`config.mk`:
```
export PLATFORM = sky130hd
export DESIGN_NAME = rb_arbiter
export DESIGN_NICKNAME = d
export VERILOG_FILES = /design/src/rtl/rb_arbiter_pkg.sv /design/src/rtl/rb_arbiter_pick.sv /design/src/rtl/rb_arbiter.sv
export SDC_FILE = /design/constraint.sdc
export NUM_CORES = 1
export LEC_CHECK = 0
export BUFFER_PORTS_ARGS = -buffer_cell sky130_fd_sc_hd__buf_2
export CAP_MARGIN = 10
export CORE_AREA = 2 2 110 112
export CTS_BUF_LIST = sky130_fd_sc_hd__clkbuf_4 sky130_fd_sc_hd__clkbuf_8 sky130_fd_sc_hd__clkbuf_16
export DETAILED_ROUTE_END_ITERATION = 8
export DIE_AREA = 0 0 112 114
export PLACE_DENSITY = 0.9
export SLEW_MARGIN = 20
export SYNTH_ARGS = -nofsm -noshare
export SYNTH_HDL_FRONTEND = slang
export SYNTH_SLANG_ARGS = --single-unit
```
`constraint.sdc`:
```
create_clock -name clk -period 5.6 [get_ports clk]
set_clock_uncertainty 0.1 [all_clocks]
set_input_delay 0.56 -clock clk [delete_from_list [all_inputs] [get_ports clk]]
set_output_delay 0.56 -clock clk [all_outputs]
set_load 0.01 [all_outputs]
```
`src/rtl/rb_arbiter_pkg.sv`:
```
// Shared widths, lock limit and requester IDs for the register-bank arbiter.
package rb_arbiter_pkg;

    localparam int RB_AW      = 5;
    localparam int RB_DW      = 32;
    localparam int RB_MAXLOCK = 4;

    typedef enum logic {
        RID_A = 1'b0,
        RID_B = 1'b1
    } rid_e;

    function automatic rid_e rid_other(input rid_e r);
        return (r == RID_A) ? RID_B : RID_A;
    endfunction

endpackage

```
`src/rtl/rb_arbiter_pick.sv`:
```
// Two-way round-robin grant with a bounded lock; owns the pointer and lock count.
module rr_pick2
    import rb_arbiter_pkg::*;
#(
    parameter int MAXLOCK = RB_MAXLOCK
) (
    input  logic clk,
    input  logic reset,
    input  logic req_a,
    input  logic req_b,
    input  logic lock_a,
    input  logic lock_b,
    output logic gnt_a,
    output logic gnt_b
);

    localparam int CW = $clog2(MAXLOCK + 1);

    rid_e          ptr;
    rid_e          win;
    logic [CW-1:0] cnt;
    logic          lim;
    logic          pick_b;
    logic          win_lock;

    // The count only grows while the pointer sits on the locking owner.
    assign lim = (cnt == CW'(MAXLOCK));

    always_comb begin
        pick_b = 1'b0;
        unique case (1'b1)
            (req_a && req_b):  pick_b = (ptr == RID_B) ^ lim;
            (req_b && !req_a): pick_b = 1'b1;
            default:           pick_b = 1'b0;
        endcase
    end

    assign gnt_a    = reset & req_a & ~pick_b;
    assign gnt_b    = reset & req_b & pick_b;
    assign win      = pick_b ? RID_B : RID_A;
    assign win_lock = pick_b ? lock_b : lock_a;

    always_ff @(posedge clk or negedge reset) begin
        if (!reset) begin
            ptr <= RID_A;
            cnt <= '0;
        end else if (gnt_a || gnt_b) begin
            if (win_lock) begin
                ptr <= win;
                if (ptr != win)
                    cnt <= CW'(1);
                else if (!lim)
                    cnt <= cnt + 1'b1;
            end else begin
                ptr <= rid_other(win);
                cnt <= '0;
            end
        end
    end

endmodule

```
`src/rtl/rb_arbiter.sv`:
```
// Arbitrates two requesters onto one register bank: command stage, then read capture.
module rb_arbiter
    import rb_arbiter_pkg::*;
#(
    parameter int AW      = RB_AW,
    parameter int DW      = RB_DW,
    parameter int MAXLOCK = RB_MAXLOCK
) (
    input  logic          clk,
    input  logic          reset,
    input  logic          req_a,
    input  logic          req_b,
    input  logic          we_a,
    input  logic          we_b,
    input  logic          lock_a,
    input  logic          lock_b,
    input  logic [AW-1:0] sr1_a,
    input  logic [AW-1:0] sr2_a,
    input  logic [AW-1:0] dr_a,
    input  logic [AW-1:0] sr1_b,
    input  logic [AW-1:0] sr2_b,
    input  logic [AW-1:0] dr_b,
    input  logic [DW-1:0] wdata_a,
    input  logic [DW-1:0] wdata_b,
    output logic          gnt_a,
    output logic          gnt_b,
    output logic          rvalid_a,
    output logic          rvalid_b,
    output logic [DW-1:0] rdata1,
    output logic [DW-1:0] rdata2,
    output logic [AW-1:0] rb_sr1,
    output logic [AW-1:0] rb_sr2,
    output logic [AW-1:0] rb_dr,
    output logic [DW-1:0] rb_wdata,
    output logic          rb_write,
    input  logic [DW-1:0] rb_regd1,
    input  logic [DW-1:0] rb_regd2
);

    logic c_vld;
    logic c_we;
    rid_e c_own;

    rr_pick2 #(
        .MAXLOCK(MAXLOCK)
    ) u_pick (
        .clk   (clk),
        .reset (reset),
        .req_a (req_a),
        .req_b (req_b),
        .lock_a(lock_a),
        .lock_b(lock_b),
        .gnt_a (gnt_a),
        .gnt_b (gnt_b)
    );

    always_ff @(posedge clk or negedge reset) begin
        if (!reset) begin
            c_vld    <= 1'b0;
            c_we     <= 1'b0;
            c_own    <= RID_A;
            rb_sr1   <= '0;
            rb_sr2   <= '0;
            rb_dr    <= '0;
            rb_wdata <= '0;
        end else begin
            c_vld <= gnt_a | gnt_b;
            if (gnt_a || gnt_b) begin
                c_own    <= gnt_b ? RID_B : RID_A;
                c_we     <= gnt_b ? we_b : we_a;
                rb_sr1   <= gnt_b ? sr1_b : sr1_a;
                rb_sr2   <= gnt_b ? sr2_b : sr2_a;
                rb_dr    <= gnt_b ? dr_b : dr_a;
                rb_wdata <= gnt_b ? wdata_b : wdata_a;
            end
        end
    end

    assign rb_write = c_vld & c_we;

    // Bank read data is combinational, so it is valid while the command is staged.
    always_ff @(posedge clk or negedge reset) begin
        if (!reset) begin
            rvalid_a <= 1'b0;
            rvalid_b <= 1'b0;
            rdata1   <= '0;
            rdata2   <= '0;
        end else begin
            rvalid_a <= c_vld & ~c_we & (c_own == RID_A);
            rvalid_b <= c_vld & ~c_we & (c_own == RID_B);
            if (c_vld && !c_we) begin
                rdata1 <= rb_regd1;
                rdata2 <= rb_regd2;
            end
        end
    end

endmodule

```
==> impl_metrics.env <==
export IMPL_max_slew_margin_pct=43.1
export IMPL_hold_path_class="input pin to asynchronous set/reset pin"
export IMPL_setup_worst_path_start_class="flip-flop"
export IMPL_reg2reg_depth=6
export IMPL_post_cts_setup_buffer_count=0
export IMPL_path_max_fanout=81
export IMPL_setup_tns_ps=0
export IMPL_yosys_area_top_type_share_pct=58.8
export IMPL_power_density_nw_per_um2=430
export IMPL_antenna_found_initial=0
export IMPL_dpl_hpwl_mm=9.36
export IMPL_ir_worst_vdd_mv=0.299
export IMPL_min_period_over_period_pct=58.7
export IMPL_p_seq_share_pct=38.6
export IMPL_cts_buffers=17
export IMPL_ios=282
export IMPL_fp_row_count=40
export IMPL_met1_usage_pct=23.7
export IMPL_wl_mm=12.8
export IMPL_syn_nets=572
export IMPL_crit_chain="inv_1 > ha_1 > and3b_4 > o311ai_4 > buf_4 > inv_2 > buf_2"
export IMPL_first_pass_iters=4
export IMPL_cts_tree="yes"
export IMPL_layout_common_cells="buf_2 (280), dfrtp_1 (120), mux2_2 (64)"
export IMPL_met3_usage_pct=5.15
export IMPL_cp_top_family="buffers and inverters"
export IMPL_p_sw_share_pct=27.8
export IMPL_postRouteAntennaNets=0
export IMPL_overflow=0
export IMPL_required_ps=4940
export IMPL_grt_use_total_pct=20.1
export IMPL_endpoint_kind="output pin"
export IMPL_clk_latency_ps=410
export IMPL_path_class="flip-flop to output pin"
export IMPL_rsz0062_at_grt="false"
export IMPL_finish_utilization_pct=62.0
export IMPL_clockBufferDepth=2
export IMPL_drv_cap=0
export IMPL_nFillCells=942
export IMPL_yosysSeqAreaShare_pct=58.8
export IMPL_vias=4081
export IMPL_drt_iter0_drc=212
export IMPL_fp_dieH_microns=114
export IMPL_gp_congestion=0.774
export IMPL_die_w_microns=112
export IMPL_clock_sinks=120
export IMPL_p_comb_share_pct=23.9
export IMPL_ff2ff_setup_slack_ps=3090
export IMPL_grt_pass1_vias=3959
export IMPL_rr_startpoint="u_pick.cnt[0]$_DFFE_PN0P_"
export IMPL_avgViaCountPerCell=4.84
export IMPL_syn_area_per_cell_sq_um=12.6
export IMPL_synth_distinct_cells=34
export IMPL_core_area_sq_um=11700
export IMPL_start_util_pct=43.6
export IMPL_diodes=0
export IMPL_ys_ff_latch=120
export IMPL_arrival_ps=2630
export IMPL_setup_viol=0
export IMPL_grt_use_met2_pct=35.1
export IMPL_yosys_warnings=0
export IMPL_nNetsFinal=852
export IMPL_path_buf_inv=4
export IMPL_r2r_end="rb_wdata[22]$_DFFE_PN0P_"
export IMPL_cts_resized=0
export IMPL_max_freq_ghz=0.304
export IMPL_internal_power_mw=2.26
export IMPL_avgRoutedWirePerCell_microns=15.2
export IMPL_synth_area_leaders="dfrtp_1 (59%), mux2_2 (14%), mux2i_1 (9.8%)"
export IMPL_finalHoldViolations=0
export IMPL_clk_pin_slew_ps=50
export IMPL_final_common_cell="buf_2"
export IMPL_power_leakage_nw=3.76
export IMPL_syn_inst=404
export IMPL_cpMaxStageDelayCell="buf_4"
export IMPL_root_buffer="clkbuf_16"
export IMPL_clkPwrFrac_pct=37.5
export IMPL_ctsHoldBuffers=0
export IMPL_drc_errors=0
export IMPL_tightest_slew_ps=853
export IMPL_max_stage_delay_ps=650
export IMPL_final_layout_size_suffix_gt1_share_pct=55.9
export IMPL_busiest_layer="met2"
export IMPL_htree_levels=4
export IMPL_io_buffers=281
export IMPL_die_area_sq_um=12800
export IMPL_yosys_area_top_type="dfrtp_1"
export IMPL_slew_violations=0
export IMPL_grt_pass1_wl_mm=19.8
export IMPL_finalCriticalPeriod_ps=3290
export IMPL_p_switching_mw=0.870
export IMPL_syn_to_final_growth_pct=42.3
export IMPL_status="completed"
export IMPL_syn_area_sq_um=5110
export IMPL_grt_max_degree=82
==> flip-flops by register name (all words and copies together), names as in the netlist <==
| signal | count |
|---|---|
| rb_wdata | 32 |
| rdata1 | 32 |
| rdata2 | 32 |
| rb_dr | 5 |
| rb_sr1 | 5 |
| rb_sr2 | 5 |
| u_pick.cnt | 3 |
| c_own | 1 |
| c_vld | 1 |
| c_we | 1 |
| rvalid_a | 1 |
| rvalid_b | 1 |
| u_pick.ptr | 1 |
==> Yosys cell counts (all sizes together) <==
library cell  number
dfrtp            120
mux2              64
a21oi             51
mux2i             50
nor2              49
buf               18
inv                7
nand2              7
clkbuf             6
nand2b             6
and2               3
o21ai              3
o31ai              3
a21boi             2
ha                 2
nand3              2
nor2b              2
a211oi             1
and3b              1
nand4              1
nand4b             1
o2bb2ai            1
o311ai             1
o31a               1
o41ai              1
or3b               1
==> worst reg2reg max path, cell delays in order (launching register included) <==
cell	delay, ps
dfrtp_1	410
inv_1	60
ha_1	250
and3b_4	220
o311ai_4	390
buf_4	660
a21oi_1	260
==> per-layer routing <==
metal | up-vias | share of wire (%)
met5 | - | 0
met4 | 0 | 1.9
met3 | 16 | 6.6
met2 | 178 | 52
met1 | 1913 | 40
li1 | 1974 | -
==> through the flow <==
stage / worst slack [ps] / instance area, sq um / power [mW] / hold slack (ps) / std cells
2_1_floorplan: 3300 / 5110 / 1.61 / 164 / 404
3_3_place_gp: 2320 / 6620 / 1.94 / 366 / 812
3_5_place_dp: 2290 / 6620 / 1.98 / 373 / 812
4_1_cts: 2270 / 7270 / 3.16 / 129 / 843
5_1_grt: 2090 / 7270 / 3.29 / 168 / 843
6_report: 2310 / 7270 / 3.13 / 116 / 843
==> logic make-up (layout without fill, tap and decap cells) <==
group | Yosys count | count (layout) | synth area share (%)
DFF | 120 | 120 | 58.8
muxes | 114 | 114 | 23.9
and+or+nand+nor | 73 | 73 | 6.37
AOI/OAI and AO/OA | 64 | 64 | 7.57
buffers and inverters | 31 | 323 | 2.87
adders and majority gates | 2 | 2 | 0.490
==> worst max-delay path by stage <==
| stage | startpoint | to | slack (ps) | cells past startpoint |
|---|---|---|---|---|
| 6_report | u_pick.cnt[0]$_DFFE_PN0P_ | gnt_b | 2310 | 7 |
| 3_5_place_dp | reset | u_pick.cnt[0]$_DFFE_PN0P_ | 2290 | 5 |
| 5_1_grt | u_pick.cnt[0]$_DFFE_PN0P_ | gnt_b | 2090 | 7 |
| 2_1_floorplan | u_pick.cnt[0]$_DFFE_PN0P_ | gnt_b | 3300 | 7 |
| 3_3_place_gp | reset | u_pick.cnt[0]$_DFFE_PN0P_ | 2320 | 5 |
| 4_1_cts | u_pick.cnt[0]$_DFFE_PN0P_ | gnt_b | 2270 | 7 |
==> power groups by stage <==
| stage | clock network (mW) | logic, mW | registers [mW] |
|---|---|---|---|
| 2_1_floorplan | 0 | 0.294 | 1.32 |
| 3_3_place_gp | 0 | 0.733 | 1.21 |
| 5_1_grt | 1.24 | 0.813 | 1.24 |
| 6_report | 1.17 | 0.746 | 1.21 |
| 4_1_cts | 1.19 | 0.757 | 1.21 |
| 3_5_place_dp | 0 | 0.755 | 1.22 |
==> cell type report <==
class	instances	area, sq um	share of cell area [%]
Clock buffer	21	480	6.61
Clock inverter	10	165	2.27
Inverter	7	26.3	0.362
Multi-Input combinational cell	253	1970	27.1
Sequential cell	120	3000	41.3
Tap cell	147	184	2.53
Timing Repair Buffer	285	1440	19.8
No activity file was read; power rests on OpenSTA's default activity.
